**src/rtl/reg_dump_unit_if.sv**
```systemverilog
// ---------------------------------------------------------------------------
// reg_dump_unit_if
//   Bundle of the register-dump handshake and bus signals.
//   slave  modport : the dump unit (drives o_*, samples i_*)
//   master modport : the surrounding system (register bank + transmitter)
//   Signals:
//     i_start     dump request
//     i_reg_data  register bank debug read data for o_br_addr
//     i_tx_ready  transmitter accepts the presented byte
//     o_br_enable steer o_br_addr onto bank read port A
//     o_br_addr   register index being read
//     o_tx_data   byte to the serial transmitter
//     o_tx_valid  o_tx_data valid
//     o_busy      dump in progress
//     o_done      one-cycle completion pulse
// ---------------------------------------------------------------------------
interface reg_dump_unit_if #(
    parameter int NB_DATA = 32,
    parameter int NB_REG  = 5,
    parameter int NB_BYTE = 8
);
    logic               i_start;
    logic [NB_DATA-1:0] i_reg_data;
    logic               i_tx_ready;
    logic               o_br_enable;
    logic [NB_REG-1:0]  o_br_addr;
    logic [NB_BYTE-1:0] o_tx_data;
    logic               o_tx_valid;
    logic               o_busy;
    logic               o_done;

    modport slave (
        input  i_start,
        input  i_reg_data,
        input  i_tx_ready,
        output o_br_enable,
        output o_br_addr,
        output o_tx_data,
        output o_tx_valid,
        output o_busy,
        output o_done
    );

    modport master (
        output i_start,
        output i_reg_data,
        output i_tx_ready,
        input  o_br_enable,
        input  o_br_addr,
        input  o_tx_data,
        input  o_tx_valid,
        input  o_busy,
        input  o_done
    );
endinterface

```
**src/rtl/reg_dump_unit.sv**
```systemverilog
// ---------------------------------------------------------------------------
// reg_dump_unit
//   Walks registers 0..N_REGS-1 of a register bank through its debug read
//   port and streams each word to a byte-wide transmitter, MSB byte first.
//   Ports:
//     i_clock  single clock, rising edge
//     i_reset  asynchronous active-low reset
//     bus      reg_dump_unit_if.slave (start, bank read port, tx handshake,
//              busy/done status)
// ---------------------------------------------------------------------------
module reg_dump_unit #(
    parameter int NB_DATA = 32,
    parameter int NB_REG  = 5,
    parameter int N_REGS  = 32,
    parameter int NB_BYTE = 8
) (
    input  logic            i_clock,
    input  logic            i_reset,
    reg_dump_unit_if.slave  bus
);

    localparam int N_BYTES = NB_DATA / NB_BYTE;
    // One spare bit keeps the counter legal when a word is a single byte.
    localparam int NB_CNT  = $clog2(N_BYTES + 1);
    localparam logic [NB_REG-1:0] LAST_IDX  = NB_REG'(N_REGS - 1);
    localparam logic [NB_CNT-1:0] LAST_BYTE = NB_CNT'(N_BYTES - 1);

    typedef enum logic [2:0] {
        IDLE,
        SETUP,
        CAPTURE,
        SEND,
        DONE
    } state_t;

    state_t             r_state,    w_state_next;
    logic [NB_REG-1:0]  r_index,    w_index_next;
    logic [NB_CNT-1:0]  r_byte_cnt, w_byte_cnt_next;
    logic [NB_DATA-1:0] r_shift,    w_shift_next;
    logic               w_xfer;

    always_ff @(posedge i_clock or negedge i_reset) begin
        if (!i_reset) begin
            r_state    <= IDLE;
            r_index    <= '0;
            r_byte_cnt <= '0;
            r_shift    <= '0;
        end else begin
            r_state    <= w_state_next;
            r_index    <= w_index_next;
            r_byte_cnt <= w_byte_cnt_next;
            r_shift    <= w_shift_next;
        end
    end

    always_comb begin
        w_state_next    = r_state;
        w_index_next    = r_index;
        w_byte_cnt_next = r_byte_cnt;
        w_shift_next    = r_shift;
        w_xfer          = (r_state == SEND) && bus.i_tx_ready;

        case (r_state)
            IDLE: begin
                if (bus.i_start) begin
                    w_state_next = SETUP;
                    w_index_next = '0;
                end
            end
            // Address is held a full cycle so the bank read data settles.
            SETUP: begin
                w_state_next = CAPTURE;
            end
            CAPTURE: begin
                w_shift_next    = bus.i_reg_data;
                w_byte_cnt_next = '0;
                w_state_next    = SEND;
            end
            SEND: begin
                if (w_xfer) begin
                    w_shift_next    = r_shift << NB_BYTE;
                    w_byte_cnt_next = r_byte_cnt + NB_CNT'(1);
                    if (r_byte_cnt == LAST_BYTE) begin
                        if (r_index == LAST_IDX) begin
                            // Clear now so o_br_addr already reads 0 in DONE.
                            w_index_next = '0;
                            w_state_next = DONE;
                        end else begin
                            w_index_next = r_index + NB_REG'(1);
                            w_state_next = SETUP;
                        end
                    end
                end
            end
            DONE: begin
                w_index_next = '0;
                w_state_next = IDLE;
            end
            default: begin
                w_state_next = IDLE;
            end
        endcase
    end

    // Outputs decode straight from registers so reset clears them at once.
    assign bus.o_busy      = (r_state == SETUP) || (r_state == CAPTURE) || (r_state == SEND);
    assign bus.o_br_enable = (r_state == SETUP) || (r_state == CAPTURE) || (r_state == SEND);
    assign bus.o_br_addr   = r_index;
    assign bus.o_tx_valid  = (r_state == SEND);
    assign bus.o_tx_data   = (r_state == SEND) ? r_shift[NB_DATA-1 -: NB_BYTE] : '0;
    assign bus.o_done      = (r_state == DONE);

endmodule

```
**src/flat_wrapper.sv**
```systemverilog
// flat-port wrapper written by rule: the top's interface ports become plain ports
module reg_dump_unit_flat 
#(
    parameter int NB_DATA = 32,
    parameter int NB_REG  = 5,
    parameter int N_REGS  = 32,
    parameter int NB_BYTE = 8
)
  (i_clock, i_reset, bus_i_start, bus_i_reg_data, bus_i_tx_ready, bus_o_br_enable, bus_o_br_addr, bus_o_tx_data, bus_o_tx_valid, bus_o_busy, bus_o_done);
  reg_dump_unit_if #(.NB_DATA(NB_DATA), .NB_REG(NB_REG), .NB_BYTE(NB_BYTE)) bus_i ();
  input  logic i_clock;
  input  logic i_reset;
  input wire logic [$bits(bus_i.i_start)-1:0] bus_i_start;
  input wire logic [$bits(bus_i.i_reg_data)-1:0] bus_i_reg_data;
  input wire logic [$bits(bus_i.i_tx_ready)-1:0] bus_i_tx_ready;
  output wire logic [$bits(bus_i.o_br_enable)-1:0] bus_o_br_enable;
  output wire logic [$bits(bus_i.o_br_addr)-1:0] bus_o_br_addr;
  output wire logic [$bits(bus_i.o_tx_data)-1:0] bus_o_tx_data;
  output wire logic [$bits(bus_i.o_tx_valid)-1:0] bus_o_tx_valid;
  output wire logic [$bits(bus_i.o_busy)-1:0] bus_o_busy;
  output wire logic [$bits(bus_i.o_done)-1:0] bus_o_done;
  assign bus_i.i_start = bus_i_start;
  assign bus_i.i_reg_data = bus_i_reg_data;
  assign bus_i.i_tx_ready = bus_i_tx_ready;
  assign bus_o_br_enable = bus_i.o_br_enable;
  assign bus_o_br_addr = bus_i.o_br_addr;
  assign bus_o_tx_data = bus_i.o_tx_data;
  assign bus_o_tx_valid = bus_i.o_tx_valid;
  assign bus_o_busy = bus_i.o_busy;
  assign bus_o_done = bus_i.o_done;
  reg_dump_unit #(.NB_DATA(NB_DATA), .NB_REG(NB_REG), .N_REGS(N_REGS), .NB_BYTE(NB_BYTE)) u_core (.i_clock(i_clock), .i_reset(i_reset), .bus(bus_i));
endmodule
```
**config.mk**
```make
export PLATFORM = sky130hd
export DESIGN_NAME = reg_dump_unit_flat
export DESIGN_NICKNAME = d
export VERILOG_FILES = /design/src/rtl/reg_dump_unit_if.sv /design/src/rtl/reg_dump_unit.sv /design/src/flat_wrapper.sv
export SDC_FILE = /design/constraint.sdc
export NUM_CORES = 1
export LEC_CHECK = 0
export CAP_MARGIN = 15
export CORE_MARGIN = 3
export CORE_UTILIZATION = 40
export CTS_CLUSTER_SIZE = 8
export DETAILED_ROUTE_END_ITERATION = 10
export DONT_BUFFER_PORTS = 1
export PLACE_DENSITY = 0.58
export SETUP_SLACK_MARGIN = 0.5
export SKIP_LAST_GASP = 1
export SYNTH_ARGS = -nofsm -noshare
export SYNTH_HDL_FRONTEND = slang
export SYNTH_SLANG_ARGS = --single-unit
```
**constraint.sdc**
```tcl
create_clock -name i_clock -period 4.3 [get_ports i_clock]
set_input_delay 0.645 -clock i_clock [delete_from_list [all_inputs] [get_ports i_clock]]
set_output_delay 0.645 -clock i_clock [all_outputs]
set_load 0.01 [all_outputs]
```
==> impl_summary.txt, run 1 <==
----------------------------------------------------
[Pwr]
  Int Power ... 0.928 mW
  Fraction of power consumed by combinational cells ... about a third
  Total power per unit cell area ... 619 mW/mm^2
  Worst vdd ir ... 0.455 mV
  Static leakage power ... 1.11 nW
  Proportion of total power due to net switching ... 34.6%
  Proportion of power drawn by the clock network ... 22.2%
  Switching component of the power ... 0.491 mW
  Reg power frac ... 42.7%

[Logic synthesis]
  Synthesized-area fraction occupied by ao, oa, aoi and oai cells ... 10.8%
  Count of flip-flops with a built-in enable after synthesis ... 0
  Fraction of synthesis flops using an asynchronous set or reset pin ... 100%
  Fraction of post-synthesis cell area in the top cell type by area ... 49.0%
  Proportion of synthesized chip area in sequential cells ... between 40% and 50%
  Simple-gate share of the synthesized area ... roughly 15%
  Synth top area cells ... sky130_fd_sc_hd__dfrtp_1 (49%), sky130_fd_sc_hd__mux2i_1 (8.2%), sky130_fd_sc_hd__mux2_2 (6.2%), sky130_fd_sc_hd__nand3_1 (4.8%), sky130_fd_sc_hd__a22o_1 (4.0%)
  Xor/xnor cell area share of the yosys netlist ... 0%
  Post-synthesis area per instance ... 11.9 um^2
  Largest area contributor in the synthesized netlist ... sky130_fd_sc_hd__dfrtp_1
  Cell count after synthesis ... 185
  Summed instance area of the synthesized netlist ... 0.00219 mm^2
  Unique masters post-synth ... 37
  Synthesis-stage register bit count ... 43
  Post-synth top flop ... sky130_fd_sc_hd__dfrtp_1
  Multiplexer share of the synthesized area ... 17.1%
  Yosys warnings ... 0
  Combinational family with the most area after synthesis ... multiplexers
  Area share of fa/ha/maj cells after synthesis ... 2.28%
  Syn nets ... around 230

[Floorplanning]
  Starting density of the core ... between 40% and 50%
  Area of the core region ... about 0.0052 mm^2
  Full die area ... 0.00641 mm^2
  Overall die width ... 80.1 um
  Die Height ... 80.1 um
  Count of standard-cell rows ... 26
  I/O pins ... 53

[Detailed routing]
  Number of optimization iterations in the first detailed-route pass ... 4
  Final wirelength ... 4.39 mm
  Drt drc ... 0
  Total number of vias ... around 1400
  DR vias/cell ... 5.57
  Post-DRT Antenna Nets ... 0
  First DRT Iteration DRCs ... 70
  Routed length per placed instance ... 17.6 um

[Place]
  Final Wtd Congestion ... 0.764
  Instance area after placement ... 0.00218 mm^2
  DP HPWL ... 3.12 mm
  Setup slack after placement ... 1990 ps
  Input/output buffers ... 0

[Worst setup path]
  Largest delay contributor family on the critical path ... simple AND/OR/NAND/NOR gates
  Highest net fanout along the worst path ... 35
  Crit path cell chain ... nand3b_4 > inv_4 > and2_1
  Worst path bufs/invs ... 1
  Required time worst endpoint ... 3650 ps
  Element type at the critical path start ... flop
  Type of the setup path with the least slack ... reg -> out
  Arrival time of data at the critical path endpoint ... 1680 ps
  Max stage delay on crit path ... 480 ps
  Worst Setup End Kind ... output pin
  RR Startpoint ... u_core.r_state[0]
  Critical Path Slowest Stage Cell ... sky130_fd_sc_hd__dfrtp_1
  Worst setup path startpoint ... u_core.r_state[2]

[Status]
  Run status ... finished clean

[STA]
  Total setup violations reported at the end of the flow ... 0
  Relative slew slack ... 32.5%
  Setup repair after global routing missed its margin ... no
  Least setup slack across all paths after layout ... 1970 ps
  Maximum clock frequency ... 429 MHz
  Time the worst path needs with I/O delays and setup ... 2330 ps
  Pins Over Slew Limit ... 0
  Final Hold Viols ... 0
  Maximum clock skew at final layout ... 7.79 ps
  Final TNS setup ... 0 ps
  Transition at the pin with the smallest max-transition slack ... 1010 ps
  Share of the cycle needed by the critical path after routing ... around 54%
  Post-route worst hold slack ... 31.9 ps

[Clock network]
  Clk sinks ... between 40 and 50
  Skew-Pair Late Insertion Delay ... 300 ps
  Number of buffers inserted to repair setup after CTS ... 0
  Clock tree from TritonCTS ... yes
  Number of cells upsized or downsized after cts ... 0
  CTS clk-pin slew, worst paths ... 80 ps
  CTS buffer count ... 5
  Max clock buf depth ... 2
  Hold buffer count at CTS ... 0
  Number of levels in the clock H-tree ... 2
  Clock Tree Root ... sky130_fd_sc_hd__clkbuf_8

[Final layout]
  NumNets Final ... around 220
  Layout filler cell count ... between 500 and 600
  Area growth from synthesis to layout ... 4.45%
  Layout cells sized above 1 ... between 15 and 20%
  Antenna cells ... 0
  Post-route design area ... around 0.0023 mm^2

[GRT]
  Number of global-route vias before repair ... 1431
  Global-route wire length before repair ... around 7 mm
  Sum of overflow across all layers after global routing ... 0
  Number of antenna violations at the first check in global routing ... 0
  Pin count of the biggest net entering global routing ... 44
  GRT Resource Usage Total ... 14.4%

[Worst hold path]
  Tightest Hold Check Type ... in -> async

[Flow run]
  Count of maximum capacitance violations ... 0

----------------------------------------------------
==> power groups by stage <==
stage	logic (mW)	registers, mW	clock network [mW]
global route	0.557	0.621	0.341
detailed placement	0.505	0.612	0
floorplan	0.480	0.577	0
global placement	0.488	0.606	0
CTS	0.507	0.605	0.320
finish	0.498	0.606	0.315
==> area by class of cell <==
type	count	area, um^2	area share (%)
Sequential cell	43	1080	46.9
Tap cell	70	87.6	3.82
Multi-Input combinational cell	126	1000	43.7
Clock inverter	3	43.8	1.91
Clock buffer	5	68.8	3.00
Inverter	3	13.8	0.600
==> worst paths after layout <==
kind | endpoint | slack (ps) | cells after the start
min in group i_clock | u_core.r_byte_cnt[1] | 460 | 2
worst max register to register | u_core.r_shift[31] | 1990 | 3
worst min-delay path | u_core.r_shift[11] | 30 | 0
max in group asynchronous | u_core.r_shift[3] | 4180 | 0
worst max-delay path | bus_o_tx_data[6] | 1970 | 3
worst min register to register | u_core.r_byte_cnt[2] | 500 | 2
==> logic make-up (layout without fill, tap and decap cells) <==
| kind of cell | count (synthesis) | in the layout |
|---|---|---|
| mux | 34 | 34 |
| flops | 43 | 43 |
| simple gates | 53 | 53 |
| buf+inv | 16 | 11 |
| fa+ha+maj | 4 | 4 |
| compound gates | 35 | 35 |
==> layout by cell type (no fill, tap or decap), drive strengths merged, types with 2 or more instances in the layout <==
| cell type | netlist | final |
|---|---|---|
| nand2 | 4 | 4 |
| nor2 | 6 | 6 |
| inv | 3 | 3 |
| a22o | 10 | 10 |
| o21ai | 17 | 17 |
| dfrtp | 43 | 43 |
| and3 | 2 | 2 |
| ha | 4 | 4 |
| o221ai | 2 | 2 |
| clkbuf | 3 | 5 |
| and2 | 10 | 10 |
| nand3b | 3 | 3 |
| mux2i | 18 | 18 |
| nand3 | 21 | 21 |
| clkinv | 0 | 2 |
| mux2 | 16 | 16 |
| nand4b | 2 | 2 |
==> layer usage <==
| metal | GRT usage (%) | vias up | part of all wire (%) |
|---|---|---|---|
| met5 | 0 | - | 0 |
| met1 | 19.4 | 691 | 46 |
| li1 | - | 660 | - |
| met2 | 20.8 | 37 | 45 |
| met3 | 6.50 | 5 | 8.2 |
| met4 | 4.56 | 0 | 0.82 |
==> Yosys cell counts (all sizes together) (2+ instances only) <==
| master | instances |
|---|---|
| mux2 | 16 |
| nand2 | 4 |
| nor2 | 6 |
| dfrtp | 43 |
| clkbuf | 3 |
| o21ai | 17 |
| buf | 10 |
| and2 | 10 |
| nand3 | 21 |
| inv | 3 |
| nand4b | 2 |
| a22o | 10 |
| nand3b | 3 |
| ha | 4 |
| mux2i | 18 |
| o221ai | 2 |
| and3 | 2 |
==> stage by stage <==
stage          total power, mW  util [%]  instances
3_5_place_dp              1.12      41.9        242
3_3_place_gp              1.09      41.9        242
2_1_floorplan             1.06         -        185
4_1_cts                   1.43      44.0        250
5_1_grt                   1.52      44.0        250
6_report                  1.42      44.0        250
==> flip-flops by register name, summed over array words and instances, names as in the netlist <==
| register | cells |
|---|---|
| u_core.bus.o_br_addr | 5 |
| u_core.r_byte_cnt | 3 |
| u_core.r_shift | 32 |
| u_core.r_state | 3 |
Power figures use the tool's default switching activity.
==> inputs of run 2 (changes only) <==
--- a/config.mk
+++ b/config.mk
@@ -11,7 +11,7 @@
 export CTS_CLUSTER_SIZE = 8
 export DETAILED_ROUTE_END_ITERATION = 10
 export DONT_BUFFER_PORTS = 1
-export PLACE_DENSITY = 0.58
+export PLACE_DENSITY = 0.6
 export SETUP_SLACK_MARGIN = 0.5
 export SKIP_LAST_GASP = 1
 export SYNTH_ARGS = -nofsm -noshare
==> constraint.sdc (replaced) <==
create_clock -name i_clock -period 1.92 [get_ports i_clock]
set_input_delay 0.288 -clock i_clock [delete_from_list [all_inputs] [get_ports i_clock]]
set_output_delay 0.288 -clock i_clock [all_outputs]
set_load 0.01 [all_outputs]
==> run 2 against run 1 <==
  * Final cell count up 18%
  * Combinational power rose to 4.6 times the previous value
  * Sequential power up 130%
  * Sequential share of layout area down 13 points
  * Total power rose to 3.0 times the previous value
  * First-iteration DRC count up 47%
  * Setup slack worse by 1800 ps
  * Global-route usage up 3.5 points
  * Clock skew up 3.6 ps
==> impl_summary.txt, run 2 (synthesized netlist as in run 1, its figures left out) <==
----------------------------------------------------
[Final layout]
  Most frequent standard cell in the layout excluding fill and tap cells ... sky130_fd_sc_hd__dfrtp_1
  Register name with the most flops ... u_core.r_shift
  Layout cells sized above 1 ... 56.7%
  Layout filler cell count ... 380
  Antenna cells ... 0
  NumNets Final ... 265
  Area growth from synthesis to layout ... 46.3%
  Most frequent cells in the layout ... sky130_fd_sc_hd__dfrtp_1 (39), sky130_fd_sc_hd__buf_6 (18), sky130_fd_sc_hd__nand3_2 (16)
  Max FFs per register ... 32

[Pwr]
  Total power per unit cell area ... ~1300 mW/mm^2
  Sum of internal, switching and leakage power ... about 4.2 mW
  Worst vdd ir ... 0.594 mV
  Static leakage power ... between 1 and 1.5 nW

[Worst setup path]
  Max stage delay on crit path ... between 400 and 500 ps
  Type of the setup path with the least slack ... reg -> reg
  Element type at the critical path start ... flop
  Arrival time of data at the critical path endpoint ... 1920 ps
  Highest net fanout along the worst path ... 4
  Worst Setup End Kind ... flop
  Most frequent cell on the critical path ... sky130_fd_sc_hd__ha_4
  Critical Path Slowest Stage Cell ... sky130_fd_sc_hd__dfrtp_2
  Worst path bufs/invs ... 0
  Required time worst endpoint ... 2130 ps
  Crit path cell chain ... ha_4 > and3_4 > ha_4 > and4bb_2 > nand3_2 > o221ai_2
  Largest delay contributor family on the critical path ... simple AND/OR/NAND/NOR gates

[Place]
  DP HPWL ... 3.23 mm
  Final Wtd Congestion ... 0.752
  Input/output buffers ... 0
  Setup slack after placement ... 56.8 ps

[Floorplanning]
  Die Height ... 80.1 um
  Overall die width ... 80.1 um
  Area of the core region ... 0.00520 mm^2
  Count of standard-cell rows ... 26
  Starting density of the core ... 42.2%
  Full die area ... 0.00641 mm^2
  I/O pins ... 53

[STA]
  Relative slew slack ... 81.6%
  Transition at the pin with the smallest max-transition slack ... roughly 280 ps
  Maximum clock frequency ... approximately 580 MHz
  Pins Over Slew Limit ... 0
  Total setup violations reported at the end of the flow ... 0
  Time the worst path needs with I/O delays and setup ... 1720 ps
  Maximum clock skew at final layout ... 11.4 ps
  Setup repair after global routing missed its margin ... yes
  Final TNS setup ... 0 ps
  Least setup slack across all paths after layout ... slightly above 200 ps
  Share of the cycle needed by the critical path after routing ... 89.5%
  Final Hold Viols ... 0

[GRT]
  Number of global-route vias before repair ... 1678
  Sum of overflow across all layers after global routing ... 0
  Pin count of the biggest net entering global routing ... 44
  Number of antenna violations at the first check in global routing ... 0
  Global-route wire length before repair ... 8.64 mm
  GRT Resource Usage Total ... ~18%

[Detailed routing]
  Highest routed metal layer ... met4
  Number of optimization iterations in the first detailed-route pass ... 4
  Total number of vias ... 1661
  Drt drc ... 0
  Post-DRT Antenna Nets ... 0
  Met2 WL post-DR ... 3.35 mm
  Met3 wirelength from detailed routing ... 391 um
  DR vias/cell ... 5.65
  Detailed-route wire length on metal 1 ... ~2.4 mm
  Final wirelength ... 6.28 mm
  First DRT Iteration DRCs ... 103
  Routed length per placed instance ... 21.4 um

[Flow run]
  Count of maximum capacitance violations ... 0

[Clock network]
  CTS clk-pin slew, worst paths ... 80 ps
  CTS buffer count ... 5
  Number of levels in the clock H-tree ... 2
  Clock tree from TritonCTS ... yes
  Skew-Pair Late Insertion Delay ... approximately 300 ps
  Clk sinks ... 43
  Clock Tree Root ... sky130_fd_sc_hd__clkbuf_8
  Max clock buf depth ... 2

[Worst hold path]
  Tightest Hold Check Type ... in -> reg

[Status]
  Run status ... finished clean

----------------------------------------------------
run 2: changes by cell type in the layout (fill, tap and decap cells not counted), sizes merged:
cell	before	now
inv	3	4
buf	0	38
dlygate4sd3	0	1
a21oi	1	3
clkbuf	5	7
bufinv	1	0
nand2	4	5
run 2: final cells by class:
type                       instances  area [um^2]  area share (%)
clock buffer                       6         72.6            2.26
inverter                           3         23.8           0.740
multi-input combinational        129         1340            41.9
sequential                        43         1080            33.7
tap                               70         87.6            2.73
timing repair buffer              40          568            17.7
timing repair inverter             3         33.8            1.05
run 2: path summary, 6_finish.rpt:
kind	startpoint	endpoint	slack, ps	depth (start not counted)
worst max register to register	u_core.bus.o_br_addr[0]	u_core.bus.o_br_addr[3]	200	6
max in group asynchronous	i_reset	u_core.r_state[0]	1230	2
worst max-delay path	u_core.bus.o_br_addr[0]	u_core.bus.o_br_addr[3]	200	6
min in group asynchronous	i_reset	u_core.r_shift[25]	450	2
worst min register to register	u_core.r_byte_cnt[0]	u_core.r_byte_cnt[0]	500	1
worst min-delay path	bus_i_reg_data[3]	u_core.r_shift[3]	130	1
run 2: worst register-to-register path, stage by stage, from the launching register on:
cell                       delay [ps]
sky130_fd_sc_hd__dfrtp_2          470
sky130_fd_sc_hd__ha_4             190
sky130_fd_sc_hd__and3_4           180
sky130_fd_sc_hd__ha_4             150
sky130_fd_sc_hd__and4bb_2         340
sky130_fd_sc_hd__nand3_2          100
sky130_fd_sc_hd__o221ai_2         200
run 2: repair_timing:
item / 4_1_cts / 5_1_grt
gates resized for setup: 35 / 70
pin swaps: 11 / 15
hold endpoints to repair: 43 / 0
endpoints found under the setup margin: 53 / 53
hold buffers: 2 / 0
cloned: 6 / 5
setup buffers: 15 / 12
run 2: power breakdown:
part	internal [mW]	switching, mW	leakage [nW]
Sequential	1.16	0.247	0.558
Combinational	1.26	1.03	0.864
Clock	0.243	0.295	0.0371
Total	2.66	1.57	1.46
run 2: per-stage QoR:
step	area (um^2)	instances	utilization (%)	hold slack, ps
2_1_floorplan	2290	185	-	-7.59
3_3_place_gp	2290	248	44.1	-5.87
3_5_place_dp	2290	248	44.1	-5.89
4_1_cts	2780	277	53.4	113
5_1_grt	3210	294	61.7	120
6_report	3210	294	61.7	131
run 2: layer usage:
metal / vias up / GRT usage (%)
met3: 10 / 6.17
met2: 47 / 29.6
met4: 0 / 7.43
met5: - / 0
met1: 843 / 21.3
li1: 761 / -
